`config.mk`:
```
export PLATFORM = sky130hd
export DESIGN_NAME = mux_bus_master
export DESIGN_NICKNAME = d
export VERILOG_FILES = /design/src/rtl/mux_bus_master.sv
export SDC_FILE = /design/constraint.sdc
export NUM_CORES = 1
export LEC_CHECK = 0
export BUFFER_PORTS_ARGS = -buffer_cell sky130_fd_sc_hd__buf_2
export CORE_ASPECT_RATIO = 0.8
export CORE_MARGIN = 4
export CORE_UTILIZATION = 48
export CTS_CLUSTER_DIAMETER = 80
export DETAILED_ROUTE_END_ITERATION = 6
export PLACE_DENSITY = 0.72
export SYNTH_ARGS = -nofsm -noshare
export SYNTH_HDL_FRONTEND = slang
export SYNTH_SLANG_ARGS = --single-unit
```
`constraint.sdc`:
```
create_clock -name clk -period 5.9 [get_ports clk]
set_input_delay 0.59 -clock clk [delete_from_list [all_inputs] [get_ports clk]]
set_output_delay 0.59 -clock clk [all_outputs]
set_load 0.03 [all_outputs]
```
`src/rtl/mux_bus_master.sv`:
```
// Multiplexed address/data bus master: one request at a time, serialised into BUS_W beats.
// Optional external wait-state extension is enabled by defining MUX_BUS_WAIT_EN.
module mux_bus_master #(
  parameter int BUS_W       = 8,
  parameter int ADDR_W      = 16,
  parameter int DATA_W      = 16,
  parameter int WAIT_CYCLES = 1
) (
  input  logic              clk,
  input  logic              rst_n,
  input  logic              req_valid,
  output logic              req_ready,
  input  logic              req_we,
  input  logic [ADDR_W-1:0] req_addr,
  input  logic [DATA_W-1:0] req_wdata,
  output logic              rsp_valid,
  output logic [DATA_W-1:0] rsp_rdata,
  input  logic              pause,
  input  logic [BUS_W-1:0]  bus_in,
  output logic [BUS_W-1:0]  bus_out,
  output logic [BUS_W-1:0]  bus_oe,
  output logic              ale,
  output logic              en,
  output logic              rw,
  input  logic              bus_wait,
  output logic              busy
);

  localparam int NA = ADDR_W / BUS_W;
  localparam int ND = DATA_W / BUS_W;

  typedef enum logic [1:0] {S_IDLE, S_ADDR, S_DATA, S_RESP} state_t;

  state_t              state_q;
  logic [7:0]          beat_q;
  logic [3:0]          wait_q;
  logic                we_q;
  logic [ADDR_W-1:0]   addr_sh_q;
  logic [DATA_W-1:0]   wd_sh_q;
  logic [DATA_W-1:0]   rd_sh_q;
  logic [DATA_W-1:0]   rsp_rdata_q;
  logic [BUS_W-1:0]    bus_out_q;
  logic [BUS_W-1:0]    bus_oe_q;
  logic                ale_q;
  logic                en_q;
  logic                rw_q;
  logic                rsp_valid_q;
  logic                busy_q;

  logic [DATA_W+BUS_W-1:0] rd_cat_d;
  logic [DATA_W-1:0]       rd_shift_d;
  logic                    beat_done_d;

  assign req_ready = (state_q == S_IDLE) && !pause;
  assign rsp_valid = rsp_valid_q;
  assign rsp_rdata = rsp_rdata_q;
  assign bus_out   = bus_out_q;
  assign bus_oe    = bus_oe_q;
  assign ale       = ale_q;
  assign en        = en_q;
  assign rw        = rw_q;
  assign busy      = busy_q;

`ifndef MUX_BUS_WAIT_EN
  logic unused_bus_wait;
  assign unused_bus_wait = bus_wait;
`endif

  // Read shift-in value and end-of-beat detection (the last cycle may be stretched by bus_wait)
  always_comb begin
    rd_cat_d   = {rd_sh_q, bus_in};
    rd_shift_d = rd_cat_d[DATA_W-1:0];
`ifdef MUX_BUS_WAIT_EN
    beat_done_d = (wait_q == 4'(WAIT_CYCLES)) && !bus_wait;
`else
    beat_done_d = (wait_q == 4'(WAIT_CYCLES));
`endif
  end

  // Bus FSM with registered pin outputs; pause freezes every register
  always_ff @(posedge clk or negedge rst_n) begin
    if (!rst_n) begin
      state_q     <= S_IDLE;
      beat_q      <= 8'd0;
      wait_q      <= 4'd0;
      we_q        <= 1'b0;
      addr_sh_q   <= '0;
      wd_sh_q     <= '0;
      rd_sh_q     <= '0;
      rsp_rdata_q <= '0;
      bus_out_q   <= '0;
      bus_oe_q    <= '0;
      ale_q       <= 1'b0;
      en_q        <= 1'b0;
      rw_q        <= 1'b0;
      rsp_valid_q <= 1'b0;
      busy_q      <= 1'b0;
    end else if (!pause) begin
      case (state_q)
        S_IDLE: begin
          if (req_valid) begin
            state_q   <= S_ADDR;
            beat_q    <= 8'd0;
            we_q      <= req_we;
            addr_sh_q <= req_addr << BUS_W;
            wd_sh_q   <= req_wdata;
            bus_out_q <= req_addr[ADDR_W-1 -: BUS_W];
            bus_oe_q  <= {BUS_W{1'b1}};
            ale_q     <= 1'b1;
            rw_q      <= !req_we;
            busy_q    <= 1'b1;
          end
        end
        S_ADDR: begin
          if (beat_q == 8'(NA-1)) begin
            state_q <= S_DATA;
            beat_q  <= 8'd0;
            wait_q  <= 4'd0;
            ale_q   <= 1'b0;
            en_q    <= 1'b1;
            if (we_q) begin
              bus_out_q <= wd_sh_q[DATA_W-1 -: BUS_W];
              wd_sh_q   <= wd_sh_q << BUS_W;
            end else begin
              bus_out_q <= '0;
              bus_oe_q  <= '0;
            end
          end else begin
            beat_q    <= beat_q + 8'd1;
            bus_out_q <= addr_sh_q[ADDR_W-1 -: BUS_W];
            addr_sh_q <= addr_sh_q << BUS_W;
          end
        end
        S_DATA: begin
          if (beat_done_d) begin
            if (!we_q) begin
              rd_sh_q <= rd_shift_d;
            end
            // Final beat: the response cycle carries the freshly assembled read word
            if (beat_q == 8'(ND-1)) begin
              state_q     <= S_RESP;
              rsp_valid_q <= 1'b1;
              en_q        <= 1'b0;
              rw_q        <= 1'b0;
              bus_out_q   <= '0;
              bus_oe_q    <= '0;
              if (!we_q) begin
                rsp_rdata_q <= rd_shift_d;
              end
            end else begin
              beat_q <= beat_q + 8'd1;
              wait_q <= 4'd0;
              if (we_q) begin
                bus_out_q <= wd_sh_q[DATA_W-1 -: BUS_W];
                wd_sh_q   <= wd_sh_q << BUS_W;
              end
            end
          end else if (wait_q != 4'(WAIT_CYCLES)) begin
            wait_q <= wait_q + 4'd1;
          end
        end
        S_RESP: begin
          state_q     <= S_IDLE;
          rsp_valid_q <= 1'b0;
          busy_q      <= 1'b0;
        end
        default: begin
          state_q     <= S_IDLE;
          rsp_valid_q <= 1'b0;
          busy_q      <= 1'b0;
          ale_q       <= 1'b0;
          en_q        <= 1'b0;
          rw_q        <= 1'b0;
          bus_out_q   <= '0;
          bus_oe_q    <= '0;
        end
      endcase
    end
  end

endmodule

```
==> metrics.md, run 1 <==
| Metric | Value |
|---|---|
| CTS tree | `done` |
| Synth unique cells | `50` |
| Die X | `110 um` |
| GRT Resource Usage Total | `0.193` |
| Fin area | `4550 um^2` |
| Antenna violations before repair | `0` |
| Via Count | `3086` |
| Clk sink count | `77` |
| Post-synth EDFFs | `0` |
| Max_slew headroom | `0.356` |
| Post-Route Utilization | `0.570` |
| Die span in y | `89.4 um` |
| Routed wire per std cell | `17.1 um` |
| Die ar. | `9810 um^2` |
| Critical Path Source | `state_q[0]` |
| Yosys top cell by area | `dfrtp_1` |
| Placed cell areas | `4360 um^2` |
| Max clock buf depth | `2` |
| Critical Path Start Type | `flip-flop` |
| Synthesis Warnings | `0` |
| Fin crit share | `0.519` |
| Hold WC Path Type | `primary input to async pin` |
| Post-route DRC | `0` |
| Placed Instances | `512` |
| Leakage | `2.12 nW` |
| Maximum VDD drop | `242 uV` |
| Drt pass-1 iters | `5` |
| Share of cells above drive strength 1 | `0.376` |
| First-pass GRT wire length | `14.6 mm` |
| Max-cap check violation count | `0` |
| Total Nets Final | `469` |
| Vias in the first global route | `2882` |
| Async SR Flop Fraction | `1.00` |
| GP Congestion | `0.809` |
| Pins Over Slew Limit | `0` |
| Synth Flop Type | `dfrtp_1` |
| Final hold violation count | `0` |
| Synth-to-layout area growth | `14.4%` |
| Tmin final | `3.06 ns` |
| Antenna Violating Nets Remaining | `0` |
| Clock root buffer | `clkbuf_8` |
| Crit Path Category | `flip-flop to flip-flop` |
| N_diodes | `0` |
| Setup ws final | `2.84 ns` |
| Synthesized area | `3970 um^2` |
| Buffers added on ports | `82` |
| CTS HTree Levels | `3` |
| Worst path required time | `6.14 ns` |
| FF/Latch Area | `1930 um^2` |
| Worst EP arrival | `3.30 ns` |
| Ports | `84` |
| Hold buffers post-CTS | `0` |
| DPL Wire Length | `6.32 mm` |
| Detailed Route WL | `9.04 mm` |
| Pre-CTS setup slack | `2.88 ns` |
| Post-synthesis register bit count | `77` |
| Core area | `7980 um^2` |
| Largest net degree at the start of global routing | `78` |
| Drt via density | `5.84` |
| Multi-input logic area | `1830 um^2` |
| Setup Buffers After CTS | `0` |
| Syn nets | `406` |
| Synthesized area per cell | `11.3 um^2` |
| CP endpoint kind | `flip-flop` |
| Filler cell count | `677` |
| # resized after CTS | `0` |
| Num CTS Buffers | `9` |
| Commonest non-fill, non-tap cell in the layout | `buf_2` |
| Maximum clock frequency | `327 MHz` |
| Clock skew | `0.0120 ns` |
| Cells after synthesis | `352` |
| # rows | `29` |
| Starting Density | `0.498` |
| Worst Tran Pin Value | `0.966 ns` |
| Synth area leaders | `dfrtp_1, mux2_2, o21ai_0` |
| Sequential share of the synthesized area | `0.485` |
| Outcome | `completed` |
| Most frequent cells in the layout | `buf_2, dfrtp_1, mux2_2` |
| RSZ-0062 raised after global routing | `no` |
| Later-pin clock latency in the skew report | `0.36 ns` |
| Setup TNS | `0 ns` |
| PD cells | `536 nW/um^2` |
| Layout Cells excl Fill | `528` |
| Final setup vio count | `0` |
| Overall Power | `2.44 mW` |
| 1st-iter DRT viols | `214` |
| Crit-path max FO | `20` |
| Clock slew at reported path FFs | `0.09 ns` |
| R2r startpoint | `state_q[0]` |
| Final global-route overflow total | `0` |
| Post-synth top area share | `0.485` |
| Fin Hold WS | `0.364 ns` |
## report_power, final
group          internal, mW  switching, mW  leakage (nW)
combinational         0.475          0.741          1.05
clock                 0.162          0.220        0.0903
sequential            0.711          0.128         0.989
total                  1.35           1.09          2.12
## synth_stat cells, types with 2 or more instances
master and count:
dfrtp_1 77, mux2_2 39, o21ai_0 32, clkbuf_1 18
nor2_1 16, o211ai_1 16, nand4_1 11, nor2b_1 11
a21oi_1 10, mux2_4 10, inv_1 9, a22o_1 8
a41o_1 8, ha_1 8, nand2_1 8, buf_4 7
nand3_1 6, o2bb2ai_1 6, or3_1 6, nor3_1 4
buf_2 3, or2_2 3, a211oi_1 2, a32oi_1 2
and4_1 2, buf_1 2, buf_6 2, mux2i_1 2
nand2b_1 2, nor3b_1 2
## worst max-delay path: stages, from the launching register on
cell and delay [ns]:
dfrtp_1 0.43, inv_1 0.10, ha_1 0.64, nand2b_1 0.21, or3_1 0.54, or2_1 0.59, mux2_4 0.42
## metal layers
| metal | global-route usage | part of all wire | vias up |
|---|---|---|---|
| met5 | 0 | 0 | - |
| met4 | 0.0702 | 0.016 | 0 |
| met3 | 0.0469 | 0.078 | 15 |
| met2 | 0.271 | 0.44 | 125 |
| met1 | 0.287 | 0.47 | 1517 |
| li1 | - | - | 1429 |
## registers in the layout, indices dropped and copies added, names as in the netlist
name       flops
bus_out        8
wd_sh_q       16
addr_sh_q      8
state_q        2
rd_sh_q        8
rw             1
rsp_valid      1
busy           1
rsp_rdata     16
wait_q         4
bus_oe         1
en             1
we_q           1
beat_q         8
ale            1
## cells by family (layout without fill, tap and decap cells)
| logic type | after synthesis | after routing | share of synthesized area |
|---|---|---|---|
| AND/OR/NAND/NOR | 79 | 79 | 0.112 |
| buffers and inverters | 42 | 110 | 0.0551 |
| adder cells (fa/ha/maj) | 8 | 8 | 0.0252 |
| multiplexers | 51 | 51 | 0.153 |
| AO/OA/AOI/OAI | 95 | 95 | 0.169 |
| flip-flops | 77 | 77 | 0.485 |
## path summary, 6_finish.rpt
| kind | to | depth (start not counted) | slack, ns |
|---|---|---|---|
| min | en | 1 | 0.36 |
| min reg2reg | rsp_rdata[11] | 1 | 0.51 |
| max in group asynchronous | busy | 1 | 4.89 |
| max reg2reg | rsp_rdata[6] | 6 | 2.84 |
| max | rsp_rdata[6] | 6 | 2.84 |
| min in group clk | addr_sh_q[11] | 2 | 0.45 |
## layout make-up
type                       count  area share
clock buffer                   9      0.0272
timing repair buffer          85      0.0958
inverter                       9     0.00743
sequential                    77       0.424
clock inverter                 7      0.0140
tap                          108      0.0297
multi-input combinational    233       0.402
(Power assumes the default switching activity.)
==> inputs of run 2 (changes only) <==
--- a/config.mk
+++ b/config.mk
@@ -11,7 +11,7 @@
 export CORE_UTILIZATION = 48
 export CTS_CLUSTER_DIAMETER = 80
 export DETAILED_ROUTE_END_ITERATION = 6
-export PLACE_DENSITY = 0.72
+export PLACE_DENSITY = 0.74
 export SYNTH_ARGS = -nofsm -noshare
 export SYNTH_HDL_FRONTEND = slang
 export SYNTH_SLANG_ARGS = --single-unit
==> constraint.sdc (replaced) <==
create_clock -name clk -period 2.8 [get_ports clk]
set_input_delay 0.28 -clock clk [delete_from_list [all_inputs] [get_ports clk]]
set_output_delay 0.28 -clock clk [all_outputs]
set_load 0.03 [all_outputs]
==> run 2 against run 1 <==
  * Design area grew 1.9%
  * Sequential share of layout area decreased by 0.78 points
  * Largest cell class unchanged
  * Routed wire length fell by 1.9%
  * Critical endpoint is now rsp_rdata[5]
==> metrics.md, run 2 (same netlist as run 1, synthesis figures left out) <==
| Metric | Value |
|---|---|
| Uppermost layer routed | `met4` |
| Maximum VDD drop | `544 uV (+120%)` |
| Fin crit share | `0.915 (+0.396)` |
| CP Cell Sequence | `inv_1, ha_1, or3b_1, or3_1, or2_1, mux2_4` |
| Clock skew | `0.0121 ns (+0.000123 ns)` |
| Tmin final | `2.56 ns (-0.499 ns)` |
| 1st-iter DRT viols | `168 (-21%)` |
| Max_slew headroom | `0.357 (+0.000424)` |
| Core area | `7980 um^2 (unchanged)` |
| Leakage | `2.18 nW (+2.6%)` |
| Hold buffers post-CTS | `0 (unchanged)` |
| Setup ws final | `0.238 ns (-2.60 ns)` |
| Via Count | `3100 (+0.45%)` |
| Max-cap check violation count | `0 (unchanged)` |
| CP max stage cell | `or2_1` |
| Total Nets Final | `480 (+2.3%)` |
| Routed wire per std cell | `16.4 um (-3.9%)` |
| Final global-route overflow total | `0 (unchanged)` |
| Most frequent cells in the layout | `buf_2, dfrtp_1, mux2_2` |
| Die X | `110 um (unchanged)` |
| Clock root buffer | `clkbuf_8` |
| Largest net degree at the start of global routing | `78 (unchanged)` |
| Pins Over Slew Limit | `0 (unchanged)` |
| Antenna violations before repair | `0 (unchanged)` |
| # rows | `29 (unchanged)` |
| GP Congestion | `0.810 (+0.14%)` |
| Met3 wire len | `703 um (-0.14%)` |
| Vias in the first global route | `2765 (-4.1%)` |
| Num CTS Buffers | `9 (unchanged)` |
| Final setup vio count | `0 (unchanged)` |
| Drt via density | `5.75 (-1.6%)` |
| Die span in y | `89.4 um (unchanged)` |
| CTS tree | `done` |
| Critical Path Max Stage Delay | `0.54 ns (-0.10 ns)` |
| Synth-to-layout area growth | `16.6%` |
| First-pass GRT wire length | `14.0 mm (-4.0%)` |
| # resized after CTS | `0 (unchanged)` |
| Antenna Violating Nets Remaining | `0 (unchanged)` |
| Largest delay share family, worst path | `simple AND/OR/NAND/NOR gates` |
| CP bufs+invs | `1 (unchanged)` |
| Filler cell count | `695 (+2.7%)` |
| Worst Tran Pin Value | `0.965 ns (-0.000637 ns)` |
| Starting Density | `0.498 (unchanged)` |
| Post-Route Utilization | `0.580 (+0.0107)` |
| CTS HTree Levels | `3 (unchanged)` |
| Outcome | `completed` |
| GRT Resource Usage Total | `0.185 (-0.00786)` |
| Later-pin clock latency in the skew report | `0.36 ns (about the same)` |
| Commonest non-fill, non-tap cell in the layout | `buf_2` |
| Crit-path max FO | `16 (-20%)` |
| Critical Path Start Type | `flip-flop` |
| RSZ-0062 raised after global routing | `no` |
| Setup TNS | `0 ns (unchanged)` |
| Post-Route M1 WL | `4.14 mm (-2.3%)` |
| Die ar. | `9810 um^2 (unchanged)` |
| PD cells | `1130 nW/um^2 (+110%)` |
| Post-route DRC | `0 (unchanged)` |
| Maximum clock frequency | `390 MHz (+19%)` |
| Ports | `84 (unchanged)` |
| Hold WC Path Type | `primary input to async pin` |
| Worst path required time | `3.05 ns (-3.09 ns)` |
| DPL Wire Length | `6.29 mm (-0.40%)` |
| Share of cells above drive strength 1 | `0.392 (+0.0159)` |
| Crit Path Category | `flip-flop to flip-flop` |
| Max clock buf depth | `2 (unchanged)` |
| Clock slew at reported path FFs | `0.09 ns (about the same)` |
| Setup Buffers After CTS | `0 (unchanged)` |
| Final hold violation count | `0 (unchanged)` |
| Detailed Route WL | `8.87 mm (-1.9%)` |
| N_diodes | `0 (unchanged)` |
| Drt pass-1 iters | `4 (-1)` |
| Clk sink count | `77 (unchanged)` |
| Buffers added on ports | `82 (unchanged)` |
| Pre-CTS setup slack | `0.243 ns (-2.63 ns)` |
| Worst EP arrival | `2.81 ns (-0.49 ns)` |
| WL met2 | `3.93 mm (-0.73%)` |
| CP endpoint kind | `flip-flop` |
[run 2: changes by cell type in the layout (fill, tap and decap cells not counted), sizes merged]
cell	change
buf	+11
clkbuf	+1
clkinv	-1
[run 2: layout make-up]
| cell class | count | area [um^2] | area share |
|---|---|---|---|
| sequential | 77 | 1930 | 0.416 |
| multi-input combinational | 233 | 1830 | 0.395 |
| timing repair buffer | 96 | 518 | 0.112 |
| clock buffer | 10 | 138 | 0.0297 |
| tap | 108 | 135 | 0.0292 |
| clock inverter | 6 | 52.6 | 0.0113 |
| inverter | 9 | 33.8 | 0.00729 |
[run 2: where the power goes]
part | switching, mW | internal [mW] | leakage [nW]
Clock | 0.454 | 0.362 | 0.0918
Sequential | 0.264 | 1.50 | 0.989
Combinational | 1.58 | 1.08 | 1.10
[run 2: path summary, 6_finish.rpt]
path                             start       endpoint  slack [ns]  cells past startpoint
hold reg to reg             rd_sh_q[2]  rsp_rdata[10]        0.51                      1
setup / recovery             wait_q[1]   rsp_rdata[5]        0.24                      6
hold / removal                   rst_n   rsp_rdata[9]        0.06                      1
min in group clk           req_addr[0]   addr_sh_q[8]        0.13                      2
setup reg to reg             wait_q[1]   rsp_rdata[5]        0.24                      6
max in group asynchronous        rst_n      bus_oe[6]        2.10                      1
[run 2: through the flow]
step | cells | cell area (um^2) | hold slack, ns | power (mW)
CTS | 539 | 4630 | 0.102 | 5.26
detailed placement | 523 | 4440 | 0.490 | 4.44
global placement | 523 | 4440 | 0.478 | 4.34
global route | 539 | 4630 | 0.129 | 5.60
floorplan | 352 | 3970 | -0.0156 | 3.74
finish | 539 | 4630 | 0.0628 | 5.24
[run 2: routing by layer]
layer,vias up,track usage
met3,10,0.0469
met5,-,0
met4,0,0.0510
met1,1521,0.277
met2,117,0.265
li1,1452,-
==> inputs of run 3 (changes only) <==
--- a/config.mk
+++ b/config.mk
@@ -5,13 +5,14 @@
 export SDC_FILE = /design/constraint.sdc
 export NUM_CORES = 1
 export LEC_CHECK = 0
+export ABC_CLOCK_PERIOD_IN_PS = 2400
 export BUFFER_PORTS_ARGS = -buffer_cell sky130_fd_sc_hd__buf_2
 export CORE_ASPECT_RATIO = 0.8
 export CORE_MARGIN = 4
 export CORE_UTILIZATION = 48
 export CTS_CLUSTER_DIAMETER = 80
 export DETAILED_ROUTE_END_ITERATION = 6
-export PLACE_DENSITY = 0.74
+export PLACE_DENSITY = 0.72
 export SYNTH_ARGS = -nofsm -noshare
 export SYNTH_HDL_FRONTEND = slang
 export SYNTH_SLANG_ARGS = --single-unit
==> constraint.sdc (replaced) <==
create_clock -name clk -period 2.4 [get_ports clk]
set_input_delay 0.24 -clock clk [delete_from_list [all_inputs] [get_ports clk]]
set_output_delay 0.24 -clock clk [all_outputs]
set_load 0.03 [all_outputs]
==> run 3 against run 2 <==
  * Via count fell by 0.61%
  * Die area did not move
  * Register-to-register slack got worse by 0.18 ns
  * Global-route usage is 0.42 points higher
  * First-iteration DRC count is 35% higher
  * Core utilization grew 1.3 points
  * Fmax up 9.5%
  * Combinational power increased by 21%
  * Total power rose by 20%
  * Cell count is 2.0% higher
  * Non-clock buffer count is 11 higher
  * Critical endpoint is now bus_oe[6]
==> metrics.md, run 3 (same netlist as run 1, synthesis figures left out) <==
| Metric | Value |
|---|---|
| # rows | `29 (unchanged)` |
| Outcome | `completed` |
| CTS HTree Levels | `3 (unchanged)` |
| Max clock buf depth | `2 (unchanged)` |
| Setup Buffers After CTS | `0 (unchanged)` |
| Max-cap check violation count | `0 (unchanged)` |
| Drt via density | `5.60 (-2.6%)` |
| Max_slew headroom | `0.362 (+0.00590)` |
| Final global-route overflow total | `0 (unchanged)` |
| Filler cell count | `715 (+2.9%)` |
| Layout Cells excl Fill | `550 (+2.0%)` |
| RSZ-0062 raised after global routing | `no` |
| Tmin final | `2.34 ns (-0.223 ns)` |
| Clk sink count | `77 (unchanged)` |
| Worst Tran Pin Value | `0.956 ns (-0.00884 ns)` |
| Die X | `110 um (unchanged)` |
| Maximum clock frequency | `428 MHz (+9.5%)` |
| First-pass GRT wire length | `14.4 mm (+3.0%)` |
| Fin crit share | `0.975 (+0.0595)` |
| Clock slew at reported path FFs | `0.08 ns (about the same)` |
| Leakage | `2.25 nW (+3.0%)` |
| Maximum VDD drop | `1320 uV (+140%)` |
| DPL Wire Length | `6.48 mm (+3.0%)` |
| Buffers added on ports | `82 (unchanged)` |
| Setup TNS | `0 ns (unchanged)` |
| Fin Hold WS | `0.0416 ns (-0.0212 ns)` |
| Starting Density | `0.498 (unchanged)` |
| Drt pass-1 iters | `4 (unchanged)` |
| Die span in y | `89.4 um (unchanged)` |
| Worst EP arrival | `2.58 ns (-0.23 ns)` |
| Overall Power | `6.30 mW (+20%)` |
| Post-route DRC | `0 (unchanged)` |
| Antenna Violating Nets Remaining | `0 (unchanged)` |
| Setup ws final | `0.0608 ns (-0.177 ns)` |
| Pins Over Slew Limit | `0 (unchanged)` |
| Routed wire per std cell | `16.4 um (-0.53%)` |
| Final setup vio count | `0 (unchanged)` |
| Most frequent cells in the layout | `buf_2, dfrtp_1, mux2_2` |
| Commonest non-fill, non-tap cell in the layout | `buf_2` |
| Worst path required time | `2.64 ns (-0.41 ns)` |
| Placed cell areas | `4520 um^2 (+1.9%)` |
| CP endpoint kind | `flip-flop` |
| Critical Path Start Type | `flip-flop` |
| Num CTS Buffers | `9 (unchanged)` |
| N_diodes | `0 (unchanged)` |
| Final hold violation count | `0 (unchanged)` |
| Clock skew | `0.00785 ns (-0.00425 ns)` |
| Core area | `7980 um^2 (unchanged)` |
| Fin area | `4740 um^2 (+2.3%)` |
| Crit Path Category | `flip-flop to flip-flop` |
| Post-Route Utilization | `0.594 (+0.0135)` |
| CTS tree | `done` |
| Total Nets Final | `491 (+2.3%)` |
| 1st-iter DRT viols | `227 (+35%)` |
| FF-to-FF path depth | `7 (+1)` |
| Ports | `84 (unchanged)` |
| Via Count | `3081 (-0.61%)` |
| GRT Resource Usage Total | `0.189 (+0.00417)` |
| PD cells | `1330 nW/um^2 (+17%)` |
| Hold WC Path Type | `primary input to async pin` |
| Crit-path max FO | `4 (-12)` |
| R2r setup slk | `0.06 ns (-0.18 ns)` |
| Pre-CTS setup slack | `0.0170 ns (-0.226 ns)` |
| Later-pin clock latency in the skew report | `0.35 ns (about the same)` |
| Placed Instances | `534 (+2.1%)` |
| Clock root buffer | `clkbuf_8` |
| Share of cells above drive strength 1 | `0.412 (+0.0197)` |
| Largest net degree at the start of global routing | `78 (unchanged)` |
| GP Congestion | `0.849 (+4.7%)` |
| Vias in the first global route | `2965 (+7.2%)` |
| Synth-to-layout area growth | `19.3%` |
| Antenna violations before repair | `0 (unchanged)` |
| Detailed Route WL | `9.00 mm (+1.5%)` |
| Die ar. | `9810 um^2 (unchanged)` |
-- run 3: final cells by class --
type,count,area (um^2),area share
Clock buffer,9,124,0.0261
Multi-Input combinational cell,233,1840,0.388
Tap cell,108,135,0.0285
Clock inverter,7,82.6,0.0174
Sequential cell,77,1930,0.407
Inverter,9,33.8,0.00713
Timing Repair Buffer,107,601,0.127
-- run 3: routing by layer --
layer | global-route usage | part of all wire | routed length, um | vias up
met1 | 0.268 | 0.47 | 4270 | 1472
met2 | 0.276 | 0.43 | 3910 | 112
met4 | 0.0736 | 0.019 | 172 | 0
met3 | 0.0505 | 0.072 | 646 | 19
met5 | 0 | 0 | 0 | -
li1 | - | - | - | 1478
-- run 3: critical path: stages, from the launching register on --
cell and delay, ns:
dfrtp_1 0.40, inv_1 0.08, ha_1 0.23, nor4b_1 0.29
a21oi_1 0.13, a2111oi_1 0.58, buf_4 0.20, mux2_2 0.32
-- run 3: worst paths after layout --
check,startpoint,to
worst max-delay path,state_q[0],bus_oe[6]
min in group clk,req_addr[7],addr_sh_q[15]
worst min-delay path,rst_n,rsp_rdata[8]
worst min register to register,rd_sh_q[0],rsp_rdata[8]
worst max register to register,state_q[0],bus_oe[6]
max in group asynchronous,rst_n,wd_sh_q[9]
-- run 3: report_power, final --
| group | switching [mW] | leakage (nW) | internal (mW) | total (mW) |
|---|---|---|---|---|
| Clock | 0.526 | 0.0984 | 0.496 | 1.02 |
| Sequential | 0.305 | 0.989 | 1.75 | 2.05 |
| Combinational | 1.88 | 1.16 | 1.34 | 3.22 |
| Total | 2.72 | 2.25 | 3.58 | 6.30 |
-- run 3: timing repair --
action                                  4_1_cts  5_1_grt
endpoints found under the setup margin        1        5
hold buffers                                  0        0
resized for setup                             1        2
endpoints found under the hold margin         0        0
pin swaps                                     0        1
